<file path="config.mk">
export PLATFORM = sky130hd
export DESIGN_NAME = demux1x4_buf
export DESIGN_NICKNAME = d
export VERILOG_FILES = /design/src/rtl/demux1x4_buf.sv
export SDC_FILE = /design/constraint.sdc
export NUM_CORES = 1
export LEC_CHECK = 0
export CORE_MARGIN = 10
export CORE_UTILIZATION = 30
export DETAILED_ROUTE_END_ITERATION = 7
export SETUP_SLACK_MARGIN = 0.3
export SLEW_MARGIN = 20
export SYNTH_ARGS = -nofsm -noshare
export SYNTH_HDL_FRONTEND = slang
export SYNTH_SLANG_ARGS = --single-unit
</file>
<file path="constraint.sdc">
create_clock -name clk -period 2.29 [get_ports clk]
set_clock_uncertainty 0.1 [all_clocks]
set_input_delay 0.458 -clock clk [delete_from_list [all_inputs] [get_ports clk]]
set_output_delay 0.458 -clock clk [all_outputs]
set_load 0.02 [all_outputs]
</file>
<file path="src/rtl/demux1x4_buf.sv">
// Registered 1-to-4 demultiplexer with a one-entry skid buffer per channel.
// Optional accepted-word counter enabled by defining DEMUX1X4_BUF_COUNT_EN.
module demux1x4_buf #(
    parameter int WIDTH    = 16,
    parameter int RR_START = 0
) (
    input  logic               clk,
    input  logic               reset,
    input  logic [WIDTH-1:0]   in_data,
    input  logic               in_valid,
    output logic               in_ready,
    input  logic [1:0]         select,
    input  logic               auto_mode,
    output logic [4*WIDTH-1:0] out_data,
    output logic [3:0]         out_valid,
    input  logic [3:0]         out_ready,
    output logic [1:0]         rr_ptr,
    output logic [15:0]        word_count
);

    // Handshake: a word moves on any cycle where valid and ready are both high.
    // in_ready is derived only from the destination channel, never from in_valid.
    logic [1:0] dst;
    logic       accept;

    assign dst      = auto_mode ? rr_ptr : select;
    assign in_ready = ~out_valid[dst] | out_ready[dst];
    assign accept   = in_valid & in_ready;

    // A refill takes priority over a drain, so a draining buffer never bubbles.
    always_ff @(posedge clk) begin
        if (reset) begin
            out_valid <= 4'b0000;
            out_data  <= '0;
        end else begin
            for (int i = 0; i < 4; i++) begin
                if (accept && (dst == 2'(i))) begin
                    out_valid[i]                <= 1'b1;
                    out_data[i*WIDTH +: WIDTH]  <= in_data;
                end else if (out_ready[i]) begin
                    out_valid[i] <= 1'b0;
                end
            end
        end
    end

    // Pointer only moves on accepts in auto mode; stalls never skip a channel.
    always_ff @(posedge clk) begin
        if (reset) begin
            rr_ptr <= 2'(RR_START);
        end else if (accept && auto_mode) begin
            rr_ptr <= rr_ptr + 2'd1;
        end
    end

`ifdef DEMUX1X4_BUF_COUNT_EN
    logic [15:0] count_q;

    always_ff @(posedge clk) begin
        if (reset) begin
            count_q <= 16'h0000;
        end else if (accept) begin
            count_q <= count_q + 16'h0001;
        end
    end

    assign word_count = count_q;
`else
    assign word_count = 16'h0000;
`endif

endmodule
</file>
==> run_results.csv, run 1 <==
group,metric,value,unit
power_and_ir_drop,leakage,1.98,nW
power_and_ir_drop,power_density,723,nW/um2
synthesis,ys_seq_elements,70,
power_and_ir_drop,clockPowerShare,0.412,
floorplanning,rows,34,
floorplanning,initial_core_util,0.307,
drt,vias,2110,
placed_design,dp_hpwl,5450,um
finish,nNetsFinal,395,
synthesis,synth_edf_count,0,
setup_path,cp.required,1.73,ns
setup_path,r2r_end,"out_data[51]$_SDFFE_PP0P_",
sta,fin_crit_sh,0.869,
sta,timing.hold.ws,0.393,ns
setup_path,cp-startpoint,"select[1]",
setup_path,path_class,"input port to output pin",
drt,drtIter0Drc,78,
synthesis,synth_area,2680,um2
hold_path,hold_start,"out_data[16]$_SDFFE_PP0P_",
synthesis,synth_ff_type,"dfxtp_1",
power_and_ir_drop,p_comb_frac,0.150,
setup_path,crit_path_end_kind,"output pin",
finish,diodes,0,
synthesis,ys_warn_count,0,
drt,ant_nets,0,
global_routing,gr-total-overflow,0,
finish,synthToLayoutAreaGrowth,52.7,%
drt,finalWirelength,7550,um
setup_path,r2r_start,"rr_ptr[1]$_SDFFE_PP0P_",
cts,clk_path_buf_depth,2,
cts,cts_buffers,9,
cts,cts_tree,"yes",
placed_design,gp_congestion,0.737,
power_and_ir_drop,ir_drop,384,uV
drt,route.detailed.drc,0,
global_routing,grt-busiest-layer,"met2",
cts,clk_latency,0.34,ns
floorplanning,num_io_pins,113,
sta,grt_setup_unrepaired,"yes",
global_routing,antenna_found_initial,0,
global_routing,grt_max_degree,71,
power_and_ir_drop,seq_power_share,0.439,
floorplanning,coreArea,8720,um2
hold_path,hp-class,"flop to flop",
synthesis,synthTopCellsByCount,"dfxtp_1 (70), mux2i_1 (68), nor2_1 (64)",
setup_path,cp_max_fo,3,
hold_path,min_path_cells,2,
power_and_ir_drop,p_sw_frac,0.241,
sta,finalSetupTns,0,ns
finish,drive_gt1_frac,0.136,
finish,final_util,0.468,
synthesis,netlist_top_cells_area,"dfxtp_1 (52%), mux2i_1 (25%), nor2_1 (9.0%)",
run_status,outcome,"finished, final reports clean",
synthesis,synth_top_area_share,0.524,
cts,htree_levels,3,
synthesis,async_flop_share,0,
power_and_ir_drop,p_int,2.24,mW
cts,ctsHoldBuffers,0,
global_routing,grt_use_met1,0.135,
cts,cts.sinks,70,
sta,hold_viol_final,0,
setup_path,cp-start-kind,"input port",
setup_path,r2r_slack,0.47,ns
global_routing,use_met3,0.0692,
drt,drt-pass1-iter-count,4,
global_routing,grt_pass1_wl,11900,um
synthesis,yosysSeqAreaShare,0.524,
sta,setup_viol,0,
sta,clock.fmax,502,MHz
drt,wire_per_inst,15.7,um
cts,cts_root_buf,"clkbuf_8",
global_routing,grt_pass1_vias,2146,
setup_path,worstPathArrival,1.43,ns
synthesis,ys_types,20,
setup_path,reg2reg_depth,8,
global_routing,grtUsageMet2,0.174,
power_and_ir_drop,p_switching,0.711,mW
synthesis,synthCells,255,
synthesis,synth_most_common_cell,"dfxtp_1",
synthesis,syn_area_per_cell,10.5,um2
placed_design,io_buffers,96,
floorplanning,dieArea,13100,um2
cts,clkTransAtPathRegs,0.07,ns
global_routing,gr-usage-all-layers,0.116,
sta,fin_crit,1.99,ns
sta,slew_violations,0,
drt,avgViaCountPerCell,4.38,
power_and_ir_drop,finalPower,2.95,mW
floorplanning,die_h,114,um
job,maxCapViolCount,0,
floorplanning,fp.dieW,114,um
synthesis,yosysTopAreaCell,"dfxtp_1",
hold_path,holdPathEnd,"out_data[16]$_SDFFE_PP0P_",
[cell families (layout without fill, tap and decap cells)]
family / Yosys count / in the layout / synth area share
compound gates: 8 / 8 / 0.0159
buf+inv: 32 / 136 / 0.0804
flops: 70 / 70 / 0.524
mux: 69 / 69 / 0.260
other cells: 1 / 16 / 0.00140
simple gates: 75 / 75 / 0.119
[worst max-delay path by stage]
stage                     to  slack (ns)
detailed placement  in_ready       -0.56
global placement    in_ready       -0.49
global route        in_ready        0.23
finish              in_ready        0.30
floorplan           in_ready        0.43
CTS                 in_ready        0.30
[per-layer routing]
metal | vias to the layer above | routed length [um] | part of all wire
met5 | - | 0 | 0
met4 | 0 | 46 | 0.0061
met3 | 6 | 717 | 0.095
met2 | 68 | 3490 | 0.46
met1 | 989 | 3300 | 0.44
li1 | 1047 | - | -
[area by class of cell]
cell class                 count  area, um2
fill                         808       4640
clock buffer                  14        193
tap                          108        135
multi-input combinational    168       1160
sequential                    70       1400
timing repair buffer         120       1130
clock inverter                 2       60.1
[registers in the layout (all words and copies together), names as in the netlist]
name and flops:
out_data 64, out_valid 4, rr_ptr 2
[worst max-delay path, cell delays in order]
cell,delay [ns]
dlygate4sd2_1,0.26
mux2i_4,0.20
mux2i_1,0.25
mux2i_1,0.11
buf_4,0.17
[power by group through the flow]
stage               Sequential [mW]  Combinational [mW]  Clock, mW
global placement               1.32               0.434          0
global route                   1.30               0.478       1.30
detailed placement             1.32               0.436          0
CTS                            1.30               0.446       1.25
finish                         1.29               0.443       1.22
floorplan                      1.38               0.191          0
[per-stage QoR]
| step | setup WS (ns) | std cells | area [um2] |
|---|---|---|---|
| after global routing | 0.227 | 482 | 4090 |
| after global placement | -0.488 | 459 | 3750 |
| after floorplan | 0.426 | 270 | 2730 |
| after CTS | 0.304 | 481 | 4070 |
| final | 0.300 | 482 | 4090 |
| after detailed placement | -0.555 | 459 | 3750 |
[layout by cell type (no fill, tap or decap)]
cell and instances:
o31ai_1 1, mux2i_1 66, mux2i_2 2, clkdlybuf4s50_1 87
buf_4 24, conb_1 16, dlygate4sd2_1 6, buf_12 1
nand2_1 1, or4_1 1, mux2i_4 1, clkbuf_8 14
or3_1 1, dfxtp_2 1, buf_2 2, bufinv_16 2
o21ai_0 1, nor2_1 64, nand4b_1 2, nand4bb_1 1
dfxtp_1 69, a21oi_1 6, nand4_1 1, nand2b_4 4
[repair_timing]
action                     CTS  global route
gates resized for setup     22             1
buffers inserted             6             1
setup endpoints to repair   55             1
gates cloned                 0             0
pin swaps                    0             0
(Power assumes the default switching activity.)
==> run 2: changes to the inputs <==
--- a/config.mk
+++ b/config.mk
@@ -5,6 +5,7 @@
 export SDC_FILE = /design/constraint.sdc
 export NUM_CORES = 1
 export LEC_CHECK = 0
+export CAP_MARGIN = 20
 export CORE_MARGIN = 10
 export CORE_UTILIZATION = 30
 export DETAILED_ROUTE_END_ITERATION = 7
==> results of run 2 <==
Same layout as run 1: the final DEF is identical, and so are final timing and power.
